$ cat config.mk
export PLATFORM = sky130hd
export DESIGN_NAME = pipeline_hazard_ctrl
export DESIGN_NICKNAME = d
export VERILOG_FILES = /design/src/rtl/pipeline_hazard_ctrl.sv
export SDC_FILE = /design/constraint.sdc
export NUM_CORES = 1
export LEC_CHECK = 0
export BUFFER_PORTS_ARGS = -buffer_cell sky130_fd_sc_hd__buf_2
export CAP_MARGIN = 40
export CORE_ASPECT_RATIO = 1.25
export CORE_MARGIN = 2
export CORE_UTILIZATION = 29
export DETAILED_ROUTE_END_ITERATION = 10
export GPL_ROUTABILITY_DRIVEN = 0
export GPL_TIMING_DRIVEN = 0
export PLACE_DENSITY = 0.65
export SYNTH_ARGS = -nofsm -noshare
export SYNTH_HDL_FRONTEND = slang
export SYNTH_SLANG_ARGS = --single-unit
$ cat constraint.sdc
create_clock -name i_clock -period 4.3 [get_ports i_clock]
set_input_delay 0.645 -clock i_clock [delete_from_list [all_inputs] [get_ports i_clock]]
set_output_delay 0.645 -clock i_clock [all_outputs]
set_load 0.1 [all_outputs]
$ cat src/rtl/pipeline_hazard_ctrl.sv
// Hazard and end-of-program sequencer for a five-stage MIPS pipeline: load-use stalls,
// redirect flushes, halt/drain/dump handshake. Performance counters exist only with `PIPE_HAZARD_PERF_EN.
module pipeline_hazard_ctrl #(
   parameter logic [31:0] HALT_WORD    = 32'hFFFF_FFFF,
   parameter int unsigned DRAIN_CYCLES = 4
) (
   input  logic        i_clock,
   input  logic        i_reset_n,
   input  logic [31:0] i_if_id_instr,
   input  logic        i_id_ex_memread,
   input  logic [4:0]  i_id_ex_rt,
   input  logic        i_ex_redirect,
   input  logic        i_dump_ack,
   output logic        o_pc_write,
   output logic        o_if_id_write,
   output logic        o_if_id_flush,
   output logic        o_id_ex_bubble,
   output logic        o_dump_req,
   output logic        o_done,
   output logic [31:0] o_cycle_count,
   output logic [31:0] o_stall_count
);

   localparam int DCW = (DRAIN_CYCLES > 1) ? $clog2(DRAIN_CYCLES) : 1;
   localparam logic [DCW-1:0] DRAIN_LOAD = DCW'(DRAIN_CYCLES - 1);

   typedef enum logic [1:0] {
      ST_RUN    = 2'd0,
      ST_DRAIN  = 2'd1,
      ST_DUMP   = 2'd2,
      ST_HALTED = 2'd3
   } state_t;

   state_t         r_state;
   state_t         w_state_nxt;
   logic [DCW-1:0] r_drain_cnt;
   logic [DCW-1:0] w_drain_nxt;

   logic [5:0] w_opcode;
   logic [4:0] w_rs;
   logic [4:0] w_rt;
   logic       w_is_halt;
   logic       w_rt_is_src;
   logic       w_load_use;

   logic w_pc_write;
   logic w_if_id_write;
   logic w_if_id_flush;
   logic w_id_ex_bubble;
   logic w_dump_req;
   logic w_done;

   assign w_opcode  = i_if_id_instr[31:26];
   assign w_rs      = i_if_id_instr[25:21];
   assign w_rt      = i_if_id_instr[20:16];
   assign w_is_halt = (i_if_id_instr == HALT_WORD);

   // Source-register decode and load-use match; the halt word reads no registers.
   always_comb begin
      w_rt_is_src = 1'b0;
      w_load_use  = 1'b0;
      case (w_opcode)
         6'h00, 6'h04, 6'h05, 6'h2B: w_rt_is_src = 1'b1;
         default:                    w_rt_is_src = 1'b0;
      endcase
      if (i_id_ex_memread && (i_id_ex_rt != 5'd0) && !w_is_halt) begin
         if (w_rs == i_id_ex_rt) begin
            w_load_use = 1'b1;
         end else if (w_rt_is_src && (w_rt == i_id_ex_rt)) begin
            w_load_use = 1'b1;
         end else begin
            w_load_use = 1'b0;
         end
      end else begin
         w_load_use = 1'b0;
      end
   end

   // Next-state and per-cycle pipeline controls; frozen-with-bubble is the baseline.
   always_comb begin
      w_state_nxt    = r_state;
      w_drain_nxt    = r_drain_cnt;
      w_pc_write     = 1'b0;
      w_if_id_write  = 1'b0;
      w_if_id_flush  = 1'b0;
      w_id_ex_bubble = 1'b1;
      w_dump_req     = 1'b0;
      w_done         = 1'b0;
      case (r_state)
         ST_RUN: begin
            if (i_ex_redirect) begin
               // IF/ID holds wrong-path code, so its halt/hazard status is meaningless.
               w_pc_write    = 1'b1;
               w_if_id_write = 1'b1;
               w_if_id_flush = 1'b1;
            end else if (w_load_use) begin
               w_state_nxt = ST_RUN;
            end else if (w_is_halt) begin
               w_drain_nxt = DRAIN_LOAD;
               w_state_nxt = ST_DRAIN;
            end else begin
               w_pc_write     = 1'b1;
               w_if_id_write  = 1'b1;
               w_id_ex_bubble = 1'b0;
            end
         end
         ST_DRAIN: begin
            if (r_drain_cnt == {DCW{1'b0}}) begin
               w_state_nxt = ST_DUMP;
            end else begin
               w_drain_nxt = r_drain_cnt - DCW'(1);
            end
         end
         ST_DUMP: begin
            w_dump_req = 1'b1;
            if (i_dump_ack) begin
               w_state_nxt = ST_HALTED;
            end else begin
               w_state_nxt = ST_DUMP;
            end
         end
         ST_HALTED: begin
            w_done = 1'b1;
         end
         default: begin
            w_state_nxt = ST_RUN;
         end
      endcase
   end

   // State and drain counter.
   always_ff @(posedge i_clock or negedge i_reset_n) begin
      if (!i_reset_n) begin
         r_state     <= ST_RUN;
         r_drain_cnt <= {DCW{1'b0}};
      end else begin
         r_state     <= w_state_nxt;
         r_drain_cnt <= w_drain_nxt;
      end
   end

   // Controls are combinational, so reset must force them directly, not only via the state.
   assign o_pc_write     = w_pc_write    & i_reset_n;
   assign o_if_id_write  = w_if_id_write & i_reset_n;
   assign o_if_id_flush  = w_if_id_flush & i_reset_n;
   assign o_id_ex_bubble = w_id_ex_bubble | ~i_reset_n;
   assign o_dump_req     = w_dump_req    & i_reset_n;
   assign o_done         = w_done        & i_reset_n;

`ifdef PIPE_HAZARD_PERF_EN
   logic        w_count_evt;
   logic        w_stall_evt;
   logic [31:0] r_cycle_count;
   logic [31:0] r_stall_count;

   assign w_count_evt = (r_state == ST_RUN) || (r_state == ST_DRAIN);
   assign w_stall_evt = (r_state == ST_RUN) && !i_ex_redirect && w_load_use;

   // Saturating cycle and stall counters.
   always_ff @(posedge i_clock or negedge i_reset_n) begin
      if (!i_reset_n) begin
         r_cycle_count <= 32'd0;
         r_stall_count <= 32'd0;
      end else begin
         if (w_count_evt && (r_cycle_count != 32'hFFFF_FFFF)) begin
            r_cycle_count <= r_cycle_count + 32'd1;
         end else begin
            r_cycle_count <= r_cycle_count;
         end
         if (w_stall_evt && (r_stall_count != 32'hFFFF_FFFF)) begin
            r_stall_count <= r_stall_count + 32'd1;
         end else begin
            r_stall_count <= r_stall_count;
         end
      end
   end

   assign o_cycle_count = r_cycle_count;
   assign o_stall_count = r_stall_count;
`else
   assign o_cycle_count = 32'd0;
   assign o_stall_count = 32'd0;
`endif

endmodule
==> metrics, run 1 <==
Filler Cells Inserted roughly 400; Req. time, crit path 3.65 ns; crit path DAT 2.48 ns; RSZ-0062 raised after global routing no; core box area between 3000 and 4000 sq um; Post-layout nets between 300 and 400; worst-skew pair later-pin latency between 0.2 and 0.25 ns; CTS tree done; root buf cell clkbuf_8; # setup viols final 0; Die H 73.7 um; Num CTS Buffers 3; Fmax achieved about 320 MHz; Post-synth EDFFs 0; Initial DRT Pass Iterations 4; grt ovf 0; count of standard-cell rows 25; endpoints failing hold 0; GRT Overall Usage ~11%; first-pass GRT wire length approximately 3800 um; Hold-fix buffers, CTS 0; Synth warnings 0; CTS sink cnt 4; Diodes inserted 0; vias in the first global route 995; Setup Skew between 0.003 and 0.004 ns; drt wl/cell between 7 and 8 um; CP Class in2out; port bufs 47; setup bufs post-CTS 0; residual DRC count 0; share of cells above drive strength 1 around 44%; Unique masters post-synth 29; Die Width roughly 60 um; register area share after synthesis slightly below 9%; via/cell ratio between 3 and 4; via count about 1200; Routed WL roughly 2300 um; Setup TNS 0 ns; number of max-cap violations 0; Worst setup EP type output port; Mapped Area 1130 sq um; CP Launch Type primary input; Synth Register Bits 4; I/O pin count ~110; total power ~780 uW; largest net degree at the start of global routing 8; initial antenna violation count 0; die area between 4000 and 5000 sq um; crit path time final approximately 3.1 ns; Max Slew Vio Count 0; period utilization around 73%; Synth Area per Inst 7.37 sq um; Lkg Pwr roughly 1.0 nW; H-tree Lvls 1; Max IR drop VDD between 150 and 200 uV; Most used DFF post-synth dfrtp_1; Worst-Margin Slew 0.670 ns; Min-Delay Path Class in2async; Max transition margin a little over half; CTS resizes 0; maximum root-to-sink buffer count 2; Crit Path Max Fanout 4; Starting Density 30.0%; status completed; Post-DP HPWL 2210 um; async set-reset flop share out of synthesis 100%; 1st-iter DRT viols 5; Antenna Nets Post-Route 0; area delta synth->final 49.9%; pwr dens approximately 460 nW/um^2; Clock Pin Slew Worst Setup and Hold Paths ~0.03 ns; Synth Instances 153
-- metrics by stage --
stage                     area, sq um  hold WS, ns  utilization [%]  setup slack (ns)  instances
after floorplan                  1360        0.349                -            0.0587        216
after global placement           1650        0.478             43.9              1.16        303
after detailed placement         1650        0.479             43.9              1.15        303
after CTS                        1690        0.245             45.0              1.16        306
after global routing             1690        0.255             45.0             0.999        306
final                            1690        0.245             45.0              1.18        306
-- final timing paths --
check | start | end | slack [ns] | depth (start not counted)
setup / recovery | i_id_ex_rt[3] | o_pc_write | 1.18 | 8
hold / removal | i_reset_n | r_state[0] | 0.25 | 1
setup reg to reg | r_state[1] | r_state[0] | 2.38 | 7
hold reg to reg | r_drain_cnt[1] | r_drain_cnt[1] | 0.58 | 3
max in group asynchronous | i_reset_n | r_drain_cnt[0] | 3.91 | 1
min in group i_clock | r_drain_cnt[1] | r_drain_cnt[1] | 0.58 | 3
-- where the power goes --
part	total [mW]	internal [mW]	leakage, nW	switching (mW)
logic	0.628	0.157	0.950	0.472
registers	0.0698	0.0561	0.0433	0.0137
clock network	0.0800	0.0597	0.0216	0.0203
total	0.778	0.273	1.01	0.506
-- cells in the final DEF (no fill, tap or decap), types with 2 or more instances in the layout --
master / instances
nor2_1: 4
inv_1: 8
or4_1: 4
buf_2: 47
a21oi_1: 4
xor2_1: 2
buf_4: 65
conb_1: 64
o21ai_0: 4
dfrtp_1: 4
and2_1: 4
nand4_1: 9
xnor2_1: 8
nand2_1: 6
ha_1: 5
a211oi_1: 2
nor4_1: 5
nand3_1: 5
clkbuf_8: 3
nand2b_1: 2
-- cells in the mapped netlist (2+ instances only) --
library cell,n,share of area [%]
nor4_1,5,2.8
o21ai_0,4,1.8
buf_4,65,43
nor2_1,4,1.3
a21oi_1,4,1.8
nand3_1,5,2.2
or4_1,4,2.7
inv_1,8,2.7
xor2_1,2,1.6
xnor2_1,8,6.2
dfrtp_1,4,8.9
a211oi_1,2,1.3
nand2_1,6,2.0
nand2b_1,2,1.1
nand4_1,9,5.0
and2_1,4,2.2
ha_1,5,5.5
-- layout make-up --
cell class | instances | area, sq um | share of cell area (%)
buffer | 65 | 488 | 28.9
timing repair buffer | 47 | 235 | 13.9
inverter | 8 | 30.0 | 1.78
clock buffer | 3 | 41.3 | 2.44
tap | 40 | 50.0 | 2.96
sequential | 4 | 100 | 5.92
multi-input combinational | 139 | 746 | 44.1
-- critical path, stage by stage --
cell and delay [ns]:
buf_2 0.13, or4_1 0.53, o21ai_2 0.17, or4_1 0.16, nand3_1 0.11, a21oi_1 0.20, buf_4 0.13, buf_2 0.41
-- routing by layer --
| metal | track usage (%) | routed length, um | vias to the layer above |
|---|---|---|---|
| li1 | - | - | 625 |
| met1 | 11.2 | 807 | 460 |
| met2 | 19.4 | 1130 | 71 |
| met3 | 3.52 | 356 | 5 |
| met4 | 5.19 | 48 | 0 |
| met5 | 0 | 0 | - |
-- logic make-up (layout without fill, tap and decap cells) --
kind of cell | Yosys count | in the layout | synth area share [%]
other | 1 | 64 | 0.333
AO/OA/AOI/OAI | 18 | 18 | 10.7
buffers and inverters | 73 | 123 | 45.9
XOR/XNOR | 10 | 10 | 7.77
adder cells (fa/ha/maj) | 5 | 5 | 5.55
flip-flops | 4 | 4 | 8.88
AND/OR/NAND/NOR | 42 | 42 | 20.9
-- flip-flops by register name (all words and copies together), names as in the netlist --
register     cells
r_drain_cnt      2
r_state          2
Power figures use the tool's default switching activity.
==> inputs of run 2 (changes only) <==
==> constraint.sdc (replaced) <==
create_clock -name i_clock -period 3.2 [get_ports i_clock]
set_input_delay 0.48 -clock i_clock [delete_from_list [all_inputs] [get_ports i_clock]]
set_output_delay 0.48 -clock i_clock [all_outputs]
set_load 0.1 [all_outputs]
==> run 2 against run 1 <==
Total power rose by 35%. Critical path depth is the same. Non-clock buffer count is the same. Core utilization is 0.30 points higher. Register-to-register slack worse by 1.1 ns. Largest cell class unchanged. Highest routed layer unchanged.
==> metrics, run 2 (same netlist as run 1, synthesis figures left out) <==
status completed; Post-DP HPWL 2340 um (+5.8%); FF-to-FF Start r_state[1]; area occupied by multi-input gates 757 sq um (+1.5%); register area 100 sq um (unchanged); Worst setup startpoint i_id_ex_rt[3]; Crit Path Max Fanout 4 (unchanged); Routed WL 2460 um (+5.0%); 1st-iter DRT viols 18 (+13); cells on worst reg2reg path 7 (unchanged); Initial DRT Pass Iterations 4 (unchanged); Min-Delay Path Class in2async; CP Class in2out; Die Width 59.8 um (unchanged); total power 1.05 mW (+35%); endpoints failing hold 0 (unchanged); grt ovf 0 (unchanged); crit path DAT 2.34 ns (-0.14 ns); root buf cell clkbuf_8; CTS resizes 0 (unchanged); residual DRC count 0 (unchanged); Fmax achieved roughly 350 MHz; GRT Overall Usage 10.7% (-0.22 points); Worst setup EP type output port; period utilization approximately nine tenths; RSZ-0062 raised after global routing no; area delta synth->final 50.9%; setup bufs post-CTS 0 (unchanged); count of standard-cell rows 25 (unchanged); first-pass GRT wire length 3690 um (-2.0%); Lkg Pwr 1.02 nW (+0.11%); Die H 73.7 um (unchanged); number of max-cap violations 0 (unchanged); maximum root-to-sink buffer count 2 (unchanged); Clock Pin Slew Worst Setup and Hold Paths 0.03 ns (about the same); pwr dens 619 nW/um^2 (+35%); Max Slew Vio Count 0 (unchanged); drt wl/cell 8.02 um (+5.0%); core box area 3750 sq um (unchanged); initial antenna violation count 0 (unchanged); share of cells above drive strength 1 44.0% (+0.38 points); H-tree Lvls 1 (unchanged); CP Launch Type primary input; CTS tree done; Setup Skew 0.00165 ns (-0.00152 ns); CTS sink cnt 4 (unchanged); Worst R2R End r_state[0]; Req. time, crit path 2.72 ns (-0.93 ns); die area 4410 sq um (unchanged); Worst-Margin Slew 0.627 ns (-0.0430 ns); largest registers r_drain_cnt (2), r_state (2); Starting Density 30.0% (unchanged); vias in the first global route 944 (-5.1%); Max transition margin 57.8% (+2.9 points); Setup TNS 0 ns (unchanged); largest net degree at the start of global routing 8 (unchanged); commonest cells after routing, fill and taps aside buf_4, conb_1, buf_2; via count 1125 (-3.1%); via/cell ratio 3.68 (-3.1%); Hold-fix buffers, CTS 0 (unchanged); Post-layout nets 315 (unchanged); Diodes inserted 0 (unchanged); Num CTS Buffers 3 (unchanged); Max IR drop VDD 190 uV (+11%); reg2reg setup slack 1.26 ns (-1.12 ns); # setup viols final 0 (unchanged); Filler Cells Inserted 410 (+2.2%); worst-skew pair later-pin latency 0.22 ns (about the same); most common cell after layout, fill and taps aside buf_4; crit path time final roughly 2.8 ns; crit path to o_pc_write; Antenna Nets Post-Route 0 (unchanged); port bufs 47 (unchanged); I/O pin count 112 (unchanged)
[run 2: cell counts in the layout (fill, tap and decap cells not counted)]
Identical to the previous run, type by type.
[run 2: layout make-up]
cell class                 instances  area share [%]
buffer                            65            28.7
clock buffer                       3            2.43
inverter                           8            1.76
multi-input combinational        139            44.5
sequential                         4            5.88
tap                               40            2.94
timing repair buffer              47            13.8
[run 2: critical path: stages]
cell and delay (ns):
buf_2 0.12, or4_1 0.53, o21ai_2 0.17, or4_1 0.16, nand3_1 0.16, a21oi_4 0.19
buf_4 0.11, buf_2 0.41
[run 2: power breakdown]
part           internal, mW  total, mW  switching [mW]
registers            0.0754     0.0940          0.0186
clock network        0.0805      0.110          0.0298
logic                 0.213      0.850           0.637
total                 0.369       1.05           0.685
[run 2: through the flow]
| step | worst slack (ns) | utilization [%] | instance area, sq um | hold WS, ns | std cells |
|---|---|---|---|---|---|
| final | 0.379 | 45.3 | 1700 | 0.0753 | 306 |
| after detailed placement | 0.355 | 44.2 | 1660 | 0.311 | 303 |
| after global placement | 0.374 | 44.2 | 1660 | 0.310 | 303 |
| after global routing | 0.268 | 45.3 | 1700 | 0.0860 | 306 |
| after floorplan | 0.266 | - | 1380 | 0.184 | 216 |
| after CTS | 0.355 | 45.3 | 1700 | 0.0780 | 306 |
[run 2: worst min path at each step]
| stage | start | slack, ns | depth (start not counted) | to |
|---|---|---|---|---|
| after floorplan | i_reset_n | 0.18 | 0 | r_drain_cnt[0] |
| after global placement | i_reset_n | 0.31 | 1 | r_drain_cnt[0] |
| after detailed placement | i_reset_n | 0.31 | 1 | r_drain_cnt[0] |
| after CTS | i_reset_n | 0.08 | 1 | r_state[0] |
| after global routing | i_reset_n | 0.09 | 1 | r_drain_cnt[0] |
| final | i_reset_n | 0.08 | 1 | r_drain_cnt[0] |
[run 2: metal layers]
layer	vias up	part of all wire, %	global-route usage [%]
met1	440	37	10.9
met4	0	0.53	2.96
met2	62	51	19.7
li1	621	-	-
met3	2	11	4.05
met5	-	0	0
